## config.mk

```make
export PLATFORM = sky130hd
export DESIGN_NAME = uart_rx_irq_ctrl
export DESIGN_NICKNAME = d
export VERILOG_FILES = /design/src/rtl/uart_rx_irq_ctrl.sv
export SDC_FILE = /design/constraint.sdc
export NUM_CORES = 1
export LEC_CHECK = 0
export ABC_AREA = 0
export BUFFER_PORTS_ARGS = -buffer_cell sky130_fd_sc_hd__buf_2
export CAP_MARGIN = 20
export CORE_MARGIN = 2
export CORE_UTILIZATION = 53
export CTS_BUF_LIST = sky130_fd_sc_hd__clkbuf_4
export CTS_CLUSTER_DIAMETER = 40
export DETAILED_ROUTE_END_ITERATION = 6
export GPL_TIMING_DRIVEN = 0
export MAX_ROUTING_LAYER = met4
export PLACE_DENSITY = 0.84
export SLEW_MARGIN = 20
export SYNTH_ARGS = -nofsm -noshare
export SYNTH_HDL_FRONTEND = slang
export SYNTH_SLANG_ARGS = --single-unit
```

## constraint.sdc

```tcl
create_clock -name clk -period 2.51 [get_ports clk]
set_input_delay 0.251 -clock clk [delete_from_list [all_inputs] [get_ports clk]]
set_output_delay 0.251 -clock clk [all_outputs]
set_load 0.005 [all_outputs]
```

## src/rtl/uart_rx_irq_ctrl.sv

```systemverilog
// uart_rx_irq_ctrl: drains the UART RX FIFO onto a valid/ready stream and raises sticky W1C interrupts.
// Defining UART_RX_OVR_EN adds the write-while-full cause (status[3]) and the saturating drop counter.
module uart_rx_irq_ctrl #(
  parameter int DEPTH = 4,
  parameter int TO_W = 16,
  localparam int CNT_W = $clog2(DEPTH)
) (
  input  logic             clk,
  input  logic             rst_n,
  input  logic             fifo_empty_i,
  input  logic [CNT_W-1:0] fifo_cnt_i,
  output logic             fifo_rd_en_o,
  input  logic [7:0]       fifo_rd_data_i,
  input  logic             fifo_wr_en_i,
  input  logic             fifo_full_i,
  input  logic             en_i,
  input  logic [CNT_W-1:0] thresh_i,
  input  logic [TO_W-1:0]  timeout_i,
  input  logic [7:0]       delim_i,
  input  logic [3:0]       irq_mask_i,
  input  logic [3:0]       irq_clr_i,
  output logic             m_valid_o,
  output logic [7:0]       m_data_o,
  input  logic             m_ready_i,
  output logic [3:0]       status_o,
  output logic [7:0]       drop_cnt_o,
  output logic             irq_o
);
  typedef enum logic [1:0] {IDLE, RD, CAP, HOLD} state_e;
  state_e state_q, state_d;
  logic m_valid_q, m_valid_d, irq_q, irq_d;
  logic [7:0] m_data_q, m_data_d, drop_cnt_q, drop_cnt_d;
  logic [3:0] status_q, status_d;
  logic [TO_W-1:0] timer_q, timer_d;
  logic [CNT_W-1:0] cnt_prev_q;
  logic hs, go, drop, thr_hit, tmo_hit, dlm_hit;

  assign hs = m_valid_q && m_ready_i;
  assign go = en_i && !fifo_empty_i;

  always_comb begin
    state_d = state_q;
    m_valid_d = m_valid_q;
    m_data_d = m_data_q;
    case (state_q)
      IDLE: state_d = go ? RD : IDLE;
      RD: state_d = CAP;
      CAP: begin
        state_d = HOLD;
        m_valid_d = 1'b1;
        m_data_d = fifo_rd_data_i;
      end
      HOLD: if (hs) begin
        m_valid_d = 1'b0;
        state_d = go ? RD : IDLE;
      end
      default: state_d = IDLE;
    endcase
  end

  // Idle timer restarts whenever the FIFO drains or its occupancy moves.
  assign timer_d = (fifo_empty_i || fifo_cnt_i != cnt_prev_q) ? '0 : timer_q + TO_W'(!(&timer_q));
  assign thr_hit = thresh_i != '0 && fifo_cnt_i >= thresh_i;
  assign tmo_hit = timeout_i != '0 && timer_q == timeout_i - TO_W'(1);
  assign dlm_hit = hs && m_data_q == delim_i;
  assign status_d = (status_q & ~irq_clr_i) | {drop, dlm_hit, tmo_hit, thr_hit};
  assign irq_d = |(status_q & irq_mask_i);

`ifdef UART_RX_OVR_EN
  assign drop = fifo_wr_en_i && fifo_full_i;
  assign drop_cnt_d = irq_clr_i[3] ? {7'd0, drop} : drop_cnt_q + 8'(drop && !(&drop_cnt_q));
`else
  logic unused_ovr;
  assign unused_ovr = fifo_wr_en_i ^ fifo_full_i;
  assign drop = 1'b0;
  assign drop_cnt_d = 8'd0;
`endif

  always_ff @(posedge clk) begin
    if (!rst_n) begin
      state_q <= IDLE;
      m_valid_q <= 1'b0;
      m_data_q <= 8'd0;
      status_q <= 4'd0;
      drop_cnt_q <= 8'd0;
      irq_q <= 1'b0;
      timer_q <= '0;
      cnt_prev_q <= '0;
    end else begin
      state_q <= state_d;
      m_valid_q <= m_valid_d;
      m_data_q <= m_data_d;
      status_q <= status_d;
      drop_cnt_q <= drop_cnt_d;
      irq_q <= irq_d;
      timer_q <= timer_d;
      cnt_prev_q <= fifo_cnt_i;
    end
  end

  // Gated by rst_n so a reset landing in RD never pops a byte that would be lost.
  assign fifo_rd_en_o = rst_n && state_q == RD;
  assign m_valid_o = m_valid_q;
  assign m_data_o = m_data_q;
  assign status_o = status_q;
  assign drop_cnt_o = drop_cnt_q;
  assign irq_o = irq_q;
endmodule

```

==> results.cfg, run 1 <==
[global_routing]
grt_busiest_layer = met2
antenna_found_initial = 0
all_layer_global_routing_usage_pct = 23.2
grt_start_max_net_pins = 12
grt.met2_usage_pct = 38.1
grt_pass1_wl_mm = 8.85
overflow = 0
grtUsageMet1_pct = 28.5
global_route.usage.met3_pct = 5.19
grt_pass1_vias = 1958

[final_layout]
layout_common_cells = 59 x buf_2, 34 x dfxtp_1, 28 x nor2_1, 22 x xnor2_1, 18 x xor2_1
final_common_cell = buf_2
nets = 402
num-fill-cells = 354
final_core_utilization_pct = 67.6
multiInputGateArea_sq_um = 1480
diodes = 0
area.sequential_sq_um = 681
stdcell_count = 393
layout-drive-gt1-share_pct = 26.2
flow.area_growth_from_synthesis_pct = 20.1

[outcome]
outcome = completed

[floorplan]
floorplan.initialDensity_pct = 56.3
floorplan.die.width_um = 69.9
row_count = 23
chipHeight_um = 69.9
fp.dieArea_sq_um = 4880
core-area_sq_um = 4090
ios = 74

[clock_tree]
cts_num_sinks = 34
cts-buffers-inserted = 5
ctsRootBufferMaster = clkbuf_4
cts_max_level = 2
clk_latency_ps = 340
post_cts_setup_repair_buffer_count = 0
tritoncts = yes
clkTransAtPathRegs_ps = 110
ctsHoldBuffers = 0
cts.path.max_buffers = 2
cts_resized = 0

[detailed_routing]
routed_wl_mm = 5.33
post_drt_wl_per_cell_um = 13.6
drt-vias-per-instance = 5.29
detail-route-antenna-nets = 0
routed-via-count = 2079
drc = 0
drt_first_iter_violations = 128
drtPass1Iterations = 4

[pwr]
clockPowerShare_pct = 32.5
power.share.combinational_pct = 19.8
power.static_leakage_uw = 0.00121
power.net_switching_uw = 323
power.switching_fraction_pct = 26.7
power.total_uw = 1210
ir_worst_vdd_v = 0.000430
cellInternalPower_uw = 885
pwr_density_cell_nw_per_um2 = 437
seqPwrFrac_pct = 47.6

[synthesis]
synthCells = 269
synthArstFlopShare_pct = 0
synth-edff-count = 0
synth_seq_area_share_pct = 29.6
cell_variety_after_synth = 50
synth_seq_cells = 34
yosys_warnings = 0
post_synth.cell_area_avg_sq_um = 8.55
postSynth.topFlopCell = dfxtp_1
post_synthesis_instance_area_sq_um = 2300

[setup_path]
max_incr_delay_on_cp_ps = 340
critPathLaunchType = register
max_stage_delay_cell_worst_path = clkbuf_1
timing.critical_path.to_type = register
path_max_fanout = 6
timing.critical_path.arrival_ps = 2410
critical_path_cell_sequence = clkbuf_1, and3_1, nand4b_1, ha_1, ha_1, and3_1, nand3_1, xor2_1, nor2_1
ws_path_type = register to register
worst_ep_required_time_ps = 2720

[sta]
tightest_slew_ps = 610
rsz0062_at_grt = no
timing.final.crit_share_pct = 87.5
hold_slack_ps = 170
finalSetupViolCount = 0
clock.fmax_ghz = 0.455
fin_worst_skew_ps = 8.93
timing.final.max_slew_violations = 0
timing.final.crit_period_ps = 2200
slew-limit-headroom_pct = 59.4
fin_setup_tns_ps = 0
hold_viol = 0

[min_path]
hold_class = input port to register

[run]
maxCapViolCount = 0

[place]
post-dp-hpwl_mm = 4.28
gp_routability_congestion = 0.923
numPortBuffers = 59
place.detailed.instances = 385
## layout make-up
cell class              instances  area share, %
clock buffers                   5           1.36
well taps                      50           2.27
plain buffers                  18           4.49
flip-flops and latches         34           24.6
inverters                      12           1.63
repair buffers                 59           10.7
multi-input cells             212           53.5
clock inverters                 3           1.45
## power groups by stage
stage               Sequential (uW)  Combinational, uW  Clock [uW]
global route                    578                267         416
CTS                             575                240         394
detailed placement              588                239           0
floorplan                       587                147           0
finish                          575                240         393
global placement                586                231           0
## logic make-up after synthesis
kind of cell / after synthesis / synth area share (%)
and+or+nand+nor: 106 / 25.5
DFF: 34 / 29.6
xor gates and xnor gates: 40 / 15.2
muxes: 12 / 5.22
buffers and inverters: 30 / 7.34
AOI/OAI and AO/OA: 37 / 12.0
adders and majority gates: 9 / 4.90
other: 1 / 0.163
## cells in the mapped netlist (2+ instances only)
cell / instances / share of area, %
nand4b_1: 3 / 1.1
ha_1: 9 / 4.9
inv_1: 12 / 2.0
dfxtp_1: 34 / 30
and2_1: 6 / 1.6
mux2i_1: 12 / 5.2
a32oi_1: 2 / 0.76
nor4_1: 2 / 0.54
and3_1: 7 / 1.9
clkbuf_2: 3 / 0.65
buf_4: 8 / 2.6
a22oi_1: 3 / 0.98
nand3_1: 9 / 2.0
o211a_1: 2 / 0.87
o21ai_0: 5 / 1.1
nor3_2: 3 / 1.3
nand4_1: 5 / 1.4
a21oi_1: 7 / 1.5
nor2_1: 28 / 4.6
nand2_1: 16 / 2.6
nor2b_1: 10 / 2.7
xor2_1: 18 / 6.9
or3_1: 5 / 1.4
o221ai_1: 2 / 0.76
nor3_1: 5 / 1.1
clkbuf_1: 4 / 0.65
xnor2_1: 22 / 8.4
buf_6: 3 / 1.5
a31oi_1: 3 / 0.82
## per-stage QoR
stage | setup WS (ps) | cell area (sq um)
3_3_place_gp | 178 | 2680
2_1_floorplan | 600 | 2330
4_1_cts | 321 | 2760
6_report | 313 | 2760
3_5_place_dp | 160 | 2680
5_1_grt | 151 | 2760
## registers in the layout, indices dropped and copies added, names as in the netlist
signal and cells:
m_data_o 8, status_o 4, cnt_prev_q 2, timer_q 16, state_q 2, m_valid_o 1, irq_o 1
## critical path, delay by kind of cell (launching register included)
family | cells | cell delay [ps]
AND/OR/NAND/NOR | 5 | 790
adder cells (fa/ha/maj) | 2 | 510
buffers and inverters | 1 | 340
flip-flops | 1 | 320
XOR/XNOR | 1 | 140
## metal layers
metal	vias to the layer above	routed length [um]
met1	952	2360
met4	0	55
li1	1065	-
met3	4	308
met5	-	0
met2	58	2610
## path summary, 6_finish.rpt
check                                  startpoint          end  slack, ps  cells after the start
worst min register to register        status_o[3]  status_o[3]        530                      1
worst max-delay path                   timer_q[6]   timer_q[6]        310                      9
worst min-delay path            fifo_rd_data_i[2]  m_data_o[2]        170                      3
worst max register to register         timer_q[6]   timer_q[6]        310                      9
No activity file was read; power rests on OpenSTA's default activity.
==> inputs of run 2 (changes only) <==
- CORE_ASPECT_RATIO: default -> 0.5
==> results.cfg, run 2 (synthesis results as in run 1) <==
[detailed_routing]
detail-route-antenna-nets = 0
routed_wl_mm = 5.30
drtPass1Iterations = 4
post_drt_wl_per_cell_um = 13.3
routed-via-count = 2150
drt_first_iter_violations = 136
drt-vias-per-instance = 5.42
drc = 0

[final_layout]
multiInputGateArea_sq_um = 1480
layout-drive-gt1-share_pct = 26.2
num-fill-cells = 325
area.sequential_sq_um = 681
stdcell_count = 397
registers.top_by_ff_count = timer_q
diodes = 0
final_core_utilization_pct = 69.5
nets = 402
largest_reg_flops = 16
layout_common_cells = 59 x buf_2, 34 x dfxtp_1, 28 x nor2_1, 22 x xnor2_1, 18 x xor2_1
final_common_cell = buf_2
flow.area_growth_from_synthesis_pct = 21.5

[sta]
clock.fmax_ghz = 0.451
timing.final.max_slew_violations = 0
finalSetupViolCount = 0
rsz0062_at_grt = no
fin_worst_skew_ps = 10.6
tightest_slew_ps = 611
hold_viol = 0
fin_setup_tns_ps = 0
slew-limit-headroom_pct = 59.3
fin_ws_ps = 295
timing.final.crit_share_pct = 88.3
timing.final.crit_period_ps = 2220

[setup_path]
ws_path_type = register to register
timing.critical_path.arrival_ps = 2430
path_max_fanout = 6
critical_path_cell_sequence = clkbuf_1, and3_1, nand4b_1, ha_1, ha_1, and3_1, nand3_1, xor2_1, nor2_1
critPathLaunchType = register
critical_path.n_buffers_inverters = 1
max_incr_delay_on_cp_ps = 330
worst_ep_required_time_ps = 2730
worst_path_dominant_cell_family = simple AND/OR/NAND/NOR gates
timing.critical_path.to_type = register
max_stage_delay_cell_worst_path = dfxtp_1

[floorplan]
floorplan.initialDensity_pct = 57.2
ios = 74
row_count = 16
core-area_sq_um = 4020
floorplan.die.width_um = 97.2
fp.dieArea_sq_um = 4910
chipHeight_um = 50.6

[outcome]
outcome = completed

[pwr]
power.total_uw = 1330
seqPwrFrac_pct = 43.3
power.net_switching_uw = 338
pwr_density_cell_nw_per_um2 = 475
ir_worst_vdd_v = 0.000303
power.share.combinational_pct = 18.1
power.static_leakage_uw = 0.00122
clockPowerShare_pct = 38.6
power.switching_fraction_pct = 25.5
cellInternalPower_uw = 990

[run]
maxCapViolCount = 0

[clock_tree]
cts_resized = 0
ctsRootBufferMaster = clkbuf_4
clk_latency_ps = 340
cts.path.max_buffers = 2
cts-buffers-inserted = 5
tritoncts = yes
cts_num_sinks = 34
ctsHoldBuffers = 0
cts_max_level = 2
clkTransAtPathRegs_ps = 120
post_cts_setup_repair_buffer_count = 0

[place]
setup_slack_at_placement_ps = 141
gp_routability_congestion = 0.865
place.detailed.instances = 389
post-dp-hpwl_mm = 4.17
numPortBuffers = 59

[global_routing]
all_layer_global_routing_usage_pct = 22.7
grt_pass1_wl_mm = 8.67
grt_pass1_vias = 1970
overflow = 0
grt_start_max_net_pins = 13
antenna_found_initial = 0

[min_path]
hold_class = input port to register
==> run 2: metal layers <==
layer / GRT usage, % / wire length [um]
met2: 40.6 / 2500
met4: 7.98 / 87
met5: - / 0
met1: 25.0 / 2280
met3: 5.99 / 431
==> run 2: metrics by stage <==
step,area [sq um],hold WS [ps]
final,2800,151
after global routing,2800,129
after CTS,2800,143
after detailed placement,2690,491
after global placement,2690,486
after floorplan,2330,373
==> run 2: power by group through the flow <==
stage	clock network [uW]	registers (uW)	logic, uW
after global placement	0	586	229
after detailed placement	0	587	239
after global routing	543	578	267
after CTS	518	575	240
final	512	575	241
after floorplan	0	587	147
==> run 2: layout make-up <==
class / count / area share (%)
Inverter: 12 / 1.61
Timing Repair Buffer: 59 / 10.6
Sequential cell: 34 / 24.4
Multi-Input combinational cell: 212 / 52.8
Clock buffer: 5 / 1.34
Clock inverter: 3 / 2.46
Tap cell: 54 / 2.42
Buffer: 18 / 4.43
==> run 2: worst paths after layout <==
kind | start | to | slack (ps) | depth (start not counted)
setup reg to reg | timer_q[6] | timer_q[6] | 290 | 9
setup / recovery | timer_q[6] | timer_q[6] | 290 | 9
hold reg to reg | status_o[1] | status_o[1] | 510 | 2
hold / removal | fifo_cnt_i[0] | cnt_prev_q[0] | 150 | 2
